File: config.mk
export PLATFORM = sky130hd
export DESIGN_NAME = match_scorer
export DESIGN_NICKNAME = d
export VERILOG_FILES = /design/src/rtl/match_scorer.sv
export SDC_FILE = /design/constraint.sdc
export NUM_CORES = 1
export LEC_CHECK = 0
export CORE_MARGIN = 8
export CORE_UTILIZATION = 60
export DETAILED_ROUTE_END_ITERATION = 8
export GPL_TIMING_DRIVEN = 0
export PLACE_DENSITY = 0.8
export SLEW_MARGIN = 5
export SYNTH_ARGS = -nofsm -noshare
export SYNTH_HDL_FRONTEND = slang
export SYNTH_SLANG_ARGS = --single-unit
File: constraint.sdc
create_clock -name clk -period 8.4 [get_ports clk]
set_input_delay 1.68 -clock clk [delete_from_list [all_inputs] [get_ports clk]]
set_output_delay 1.68 -clock clk [all_outputs]
set_load 0.02 [all_outputs]
File: src/rtl/match_scorer.sv
// match_scorer: tug-of-war point scorer with a timed win display and best-of match tracking
module match_scorer #(
  parameter int HALF = 3,
  parameter int GAMES_TO_WIN = 2,
  parameter int HOLD_CYCLES = 16,
  parameter int FAVOUR_LOSER = 1,
  parameter int JUMP_STEP = 1,
  localparam int W = 2 * HALF + 1,
  localparam int CW = $clog2(GAMES_TO_WIN + 1)
) (
  input  logic          clk,
  input  logic          rst_n,
  input  logic          winrnd,
  input  logic          right,
  input  logic          leds_on,
  input  logic          new_match,
  output logic [W-1:0]  score,
  output logic          game_over,
  output logic [CW-1:0] games_l,
  output logic [CW-1:0] games_r,
  output logic          match_over,
  output logic          match_left
);
  localparam int PW = $clog2(HALF + 1) + 1;
  localparam int HCW = $clog2(HOLD_CYCLES + 1);
  typedef enum logic [1:0] {PLAY, HOLD, MATCH} mode_t;
  mode_t mode, mode_n;
  logic signed [PW-1:0] pos, pos_n;
  logic [HCW-1:0] hold_cnt, hold_n;
  logic [CW-1:0] gl_n, gr_n;
  logic win_left, win_left_n, mr, toward, done;
  int p, mag, s, np;
  always_comb begin
    p = int'(pos);
    mag = p < 0 ? -p : p;
    mr = right ~^ leds_on;
    toward = mr ? p < 0 : p > 0;
    s = !leds_on ? JUMP_STEP : (FAVOUR_LOSER != 0 && mag == HALF && toward) ? 2 : 1;
    s = toward && s > mag ? mag : s;
    np = mr ? p + s : p - s;
    done = win_left ? games_l == CW'(GAMES_TO_WIN) : games_r == CW'(GAMES_TO_WIN);
  end
  always_comb begin
    mode_n = mode;
    pos_n = pos;
    win_left_n = win_left;
    hold_n = hold_cnt;
    gl_n = games_l;
    gr_n = games_r;
    if (new_match) begin
      mode_n = PLAY;
      pos_n = '0;
      hold_n = '0;
      gl_n = '0;
      gr_n = '0;
    end else if (mode == PLAY && winrnd) begin
      if (np > HALF || np < -HALF) begin
        mode_n = HOLD;
        hold_n = '0;
        win_left_n = np < 0;
        gl_n = np < 0 ? games_l + CW'(games_l != CW'(GAMES_TO_WIN)) : games_l;
        gr_n = np > 0 ? games_r + CW'(games_r != CW'(GAMES_TO_WIN)) : games_r;
      end else begin
        pos_n = PW'(np);
      end
    end else if (mode == HOLD) begin
      hold_n = hold_cnt + 1'b1;
      if (hold_cnt == HCW'(HOLD_CYCLES - 1)) begin
        mode_n = done ? MATCH : PLAY;
        pos_n = '0;
        hold_n = '0;
      end
    end
  end
  always_ff @(posedge clk or negedge rst_n) begin
    if (!rst_n) begin
      mode <= PLAY;
      pos <= '0;
      win_left <= 1'b0;
      hold_cnt <= '0;
      games_l <= '0;
      games_r <= '0;
    end else begin
      mode <= mode_n;
      pos <= pos_n;
      win_left <= win_left_n;
      hold_cnt <= hold_n;
      games_l <= gl_n;
      games_r <= gr_n;
    end
  end
  // Win pattern lights the winner's half only; neutral stays dark.
  always_comb begin
    score = '0;
    for (int i = 0; i < W; i++)
      score[i] = mode == PLAY ? i == HALF - p : win_left ? i > HALF : i < HALF;
  end
  assign game_over = mode != PLAY;
  assign match_over = mode == MATCH;
  assign match_left = match_over & win_left;
endmodule

Word-level counts from Yosys, hierarchy flattened. Cells that the tools add are included. Widths: inputs -> output; s select.

Output and inout bits: 14. Logic and storage cells: 98. Register bits: 15. Input bits: 6.

Add/subtract/negate cells: 7. Eq/ne operators: 16. Order comparisons: 7. Bitwise logic cells: 3. Reductions and logical operators: 19. Muxes and demuxes: 40.

Operator list (number): $mux 32 (3); $add 3x32->32 (1); $eq 32x3->1 const B (1); $gt 3x32->1 (1); $gt 32x1->1 const B (1); $gt 32x3->1 const B (1); $logic_not 32->1 (1); $lt 32x1->1 const B (1); $lt 32x3->1 const B (1); $mux 2 (16); $neg 3->32 (1); $sub 3x32->32 (1); $mux 5 (5); $mux 3 (5); $reduce_and 3->1 (5); $eq 4x4->1 const A (3); $mux 1 (11); $reduce_bool 2->1 (5); $eq 3x4->1 const A (2); $eq 2x2->1 const B (3); $reduce_bool 3->1 (2); $add 5x1->5 const B (1); $eq 5x4->1 const B (1); $add 2x1->2 (2); other kinds (15) (18).

Logic depth before layout (Yosys ltp).
Word-level depth: 16. Depth in mapped cells: 28. Depth with buffers taken out: 27.

Worst setup path after synthesis. Ideal clock, no wire load.

Path kind: input to register. Start point: input port right. End point: register games_r[0]. Path slack: 2076 ps. Required time: 8266 ps. Stages: 25. Buffers on the path: 1. Data arrival time: 6190 ps. Library setup time: 134 ps. Path through: xor2_1 nor3_1 ha_1 a21oi_1 o21ai_0 nand2b_1 nor2_1 a21oi_1 inv_1 ha_1 clkbuf_1 nor2_1 ha_1 a21oi_1 o211a_1 o21ai_1 o21a_1 or3_1 and2_4 a2111oi_4 nand4_1 o31ai_1 or2_1 mux2i_1 nor2_1.

Longest elaborated chain between the ends: 14. Elaborated cells between the ends (all ways): 18. Those cells by class: add/sub (2); order compare (4); mux (5); bitwise (1); reduce/logical (6).

Ends and longest elaborated chain: from (decl) (line 14) `input logic right,`; $xnor 1x1->1 (*) (line 36) `mr = right ~^ leds_on;`; $mux 1 (line 37) `toward = mr ? p < 0 : p > 0;`; $logic_and 1x1->1 (line 38) `s = !leds_on ? JUMP_STEP : (FAVOUR_LOSER != 0 && mag == HALF && toward) ? 2 : 1;`; $mux 2 (2 in series) (line 38); $gt 3x32->1 (line 39) `s = toward && s > mag ? mag : s;`; $logic_and 1x1->1 (line 39); $mux 32 (line 39); $sub 3x32->32 / $add 3x32->32 (equally long branches) (line 40) `np = mr ? p + s : p - s;`; $mux 32 (*) (line 40); $gt 32x3->1 / $lt 32x3->1 (equally long branches) (line 57) `if (np > HALF || np < -HALF) begin`; $logic_or 1x1->1 (line 57); $reduce_bool 2->1 (no source line); $reduce_and 3->1 (no source line) (*); to (signal assigned) (line 89) `games_r <= gr_n;`; to (decl) (line 20) `output logic [CW-1:0] games_r,`.

Mark *: on every way between the ends. The rest lies on a longest branch, timed or not. A chain may end at the register's enable or synchronous reset.

Worst setup path after layout. Same ends and word-level chain as after synthesis.

==> key figures <==
Power and ir drop
  • Combinational power share: 0.547
  • Peak VDD IR: 0.0789 mV
  • Clock share of power: 0.180
  • Internal power: roughly 180 uW
  • Sw Pwr: 147 uW
  • Leak: 1.52 nW
  • Pwr per Cell Area: slightly above 90 mW/mm^2
  • Sequential power share: 0.273
  • Net Sw Frac: 0.444

STA
  • Final worst path period share: 0.918
  • Final Hold Fails: 0
  • Slew @ Worst Pin: 1.17 ns
  • RSZ-0062 raised after global routing: false
  • Skew final: ~0.0034 ns
  • Max Slew Vio Count: 0
  • FMAX: 130 MHz
  • Relative slew margins: 0.220
  • Final setup vio count: 0
  • Final TNS setup: 0 ns
  • Minimum clock period: a little under 8 ns

Setup path
  • Startpoint Class: input port
  • CP required: 8.51 ns
  • Crit path largest cell delay: ~0.50 ns
  • R2R Setup Slk: 0.88 ns
  • Worst r2r src: pos[2]
  • Critical Path End Type: flip-flop
  • WS Path Type: in -> reg
  • Worst-path maximum fanout: 10
  • RR Endpoint: games_r[0]
  • Crit path DAT: just under 8 ns
  • Worst reg2reg path depth: 26
  • Worst-path cell with the longest stage delay: clkbuf_1

Global route
  • Grt total ovfl: 0
  • Total GRT Usage: 0.224
  • First-pass GRT wire length: roughly 16000 um
  • Initial antenna violation count: 0
  • Vias in the first global route: 3378
  • Largest net degree at the start of global routing: 32

Drt
  • Post-route DRC: 0
  • First-pass DRT Iterations: 5
  • First DRT Iteration DRCs: between 200 and 250
  • Vias per Instance: roughly 6.3
  • Routed WL per cell: ~16 um
  • Routed wl met2: 4500 um
  • Top layer in use: met4
  • Post-Route M1 WL: roughly 4100 um
  • Via count: between 3k and 4k
  • Routed length on met3: approximately 450 um
  • Detail Route Antenna Nets: 0
  • Final wirelength: ~9200 um

Floorplan
  • Die ar.: between 0.008 and 0.009 sq mm
  • Starting Density: 0.612
  • Core area: approximately 0.0054 sq mm
  • IO Pins: 20
  • Chip Height: between 90 and 100 um
  • Core Rows: 27
  • Die extent in x: 90.3 um

CTS
  • CTS buffer count: 3
  • CTS max path bufs: 2
  • Post_cts resized: 0
  • Clock Latency Late Sink: between 0.2 and 0.3 ns
  • Post-CTS Setup Bufs: 0
  • Root Driver: clkbuf_8
  • CTS tree: yes
  • Clock Sinks: 15
  • Hold bufs inserted after CTS: 0
  • Clock transition at path regs: around 0.060 ns
  • CTS H-tree depth: 1

Job
  • Max-Cap Viols: 0

Place
  • Placed Instance Area: ~0.0036 sq mm
  • HPWL Detailed: around 7400 um
  • I/O Buffers: 18
  • Final GP Congestion: approximately 0.99

Finish
  • Share of cells above drive strength 1: 0.0533
  • N_diodes: 0
  • Most frequent cells in the layout: 61 x nor2_1, 49 x nand2_1, 46 x a21oi_1
  • Commonest non-fill, non-tap cell in the layout: nor2_1
  • Synth-to-layout area growth: 9.52%
  • Post-route cell area: 0.00363 sq mm
  • Nets: 537

Synthesis
  • Synth area leader: ha_1
  • Netlist cell types: 67
  • Number of synthesized flops with an enable pin: 0
  • Area of the mapped netlist: approximately 0.0033 sq mm
  • Mean post-synth cell area: between 7 and 8 sq um
  • Net count after synthesis: around 510
  • Dominant cells by area after synthesis: ha_1 15%, dfrtp_1 11%, a21oi_1 7.0%
  • Sequential area share after synthesis: 0.113
  • Flops & latches, synth: 15
  • YS warnings: 0
  • Yosys top cell area share: 0.155
  • Ys flop type: dfrtp_1
  • Mapped Cells: 466
  • Ys async rst share: 1.00

Worst hold path
  • Hold path start: hold_cnt[4]
  • Hold Crit Endpoint: hold_cnt[4]
  • Hold Crit Depth: 2
  • HP Class: reg -> reg

Outcome
  • Status: finished, final reports clean
## through the flow
stage,power [mW],utilization,worst slack (ns),hold WS [ns],instances
2_1_floorplan,0.219,-,2.08,0.466,466
4_1_cts,0.330,0.671,0.700,0.501,560
3_5_place_dp,0.271,0.663,0.475,0.494,556
6_report,0.332,0.671,0.687,0.502,560
5_1_grt,0.357,0.671,0.121,0.538,560
3_3_place_gp,0.265,0.663,0.634,0.476,556
## sequential cells by signal (all words and copies together) (netlist names)
| register | flops |
|---|---|
| pos | 3 |
| hold_cnt | 5 |
| win_left | 1 |
| games_r | 2 |
| games_l | 2 |
| mode | 2 |
## worst max-delay path by stage
| stage | from | end | slack, ns | depth (start not counted) |
|---|---|---|---|---|
| CTS | right | games_r[0] | 0.70 | 27 |
| global placement | right | games_r[1] | 0.63 | 27 |
| global route | right | games_r[1] | 0.12 | 27 |
| finish | right | games_r[0] | 0.69 | 27 |
| detailed placement | right | games_r[0] | 0.47 | 27 |
| floorplan | right | games_r[0] | 2.08 | 25 |
## cell usage after synthesis (6+ instances only)
| master | n |
|---|---|
| a21o_1 | 6 |
| a21oi_1 | 46 |
| clkbuf_1 | 13 |
| dfrtp_1 | 15 |
| ha_1 | 41 |
| inv_1 | 16 |
| mux2i_1 | 8 |
| nand2_1 | 49 |
| nand3_1 | 15 |
| nand4_1 | 12 |
| nor2_1 | 61 |
| nor2b_1 | 9 |
| nor3_1 | 15 |
| o21ai_0 | 34 |
| o21ai_1 | 9 |
| xnor2_1 | 15 |
| xor2_1 | 13 |
## per-layer routing
metal | up-vias | track usage
met3 | 15 | 0.0266
li1 | 1763 | -
met5 | - | 0
met2 | 103 | 0.396
met1 | 1639 | 0.278
met4 | 0 | 0.0596
## power groups by stage
stage | clock [mW] | combinational [mW] | sequential (mW)
after detailed placement | 0 | 0.179 | 0.0919
after global routing | 0.0626 | 0.202 | 0.0924
final | 0.0598 | 0.182 | 0.0908
after CTS | 0.0589 | 0.181 | 0.0906
after global placement | 0 | 0.175 | 0.0907
after floorplan | 0 | 0.128 | 0.0906
## cell families after synthesis
family / Yosys count / share of synthesized area
compound gates: 141 / 0.291
xor+xnor: 28 / 0.0741
mux: 9 / 0.0287
flops: 15 / 0.113
simple gates: 197 / 0.288
fa+ha+maj: 42 / 0.161
buf+inv: 34 / 0.0438
## worst max-delay path: cells and delay by family
| kind | cells | cell delay (ns) |
|---|---|---|
| adder cells (fa/ha/maj) | 3 | 0.97 |
| buffers and inverters | 4 | 1.26 |
| AO/OA/AOI/OAI | 9 | 1.75 |
| multiplexers | 2 | 0.47 |
| XOR/XNOR | 1 | 0.19 |
| AND/OR/NAND/NOR | 8 | 1.49 |
## layout make-up
cell class / instances / area [sq um]
buffer: 18 / 85.1
clock buffer: 4 / 45.0
fill: 501 / 1780
inverter: 16 / 60.1
multi-input combinational: 417 / 2790
sequential: 15 / 375
tap: 72 / 90.1
timing repair buffer: 18 / 180
Note: power is estimated with default switching activity, not from simulation.
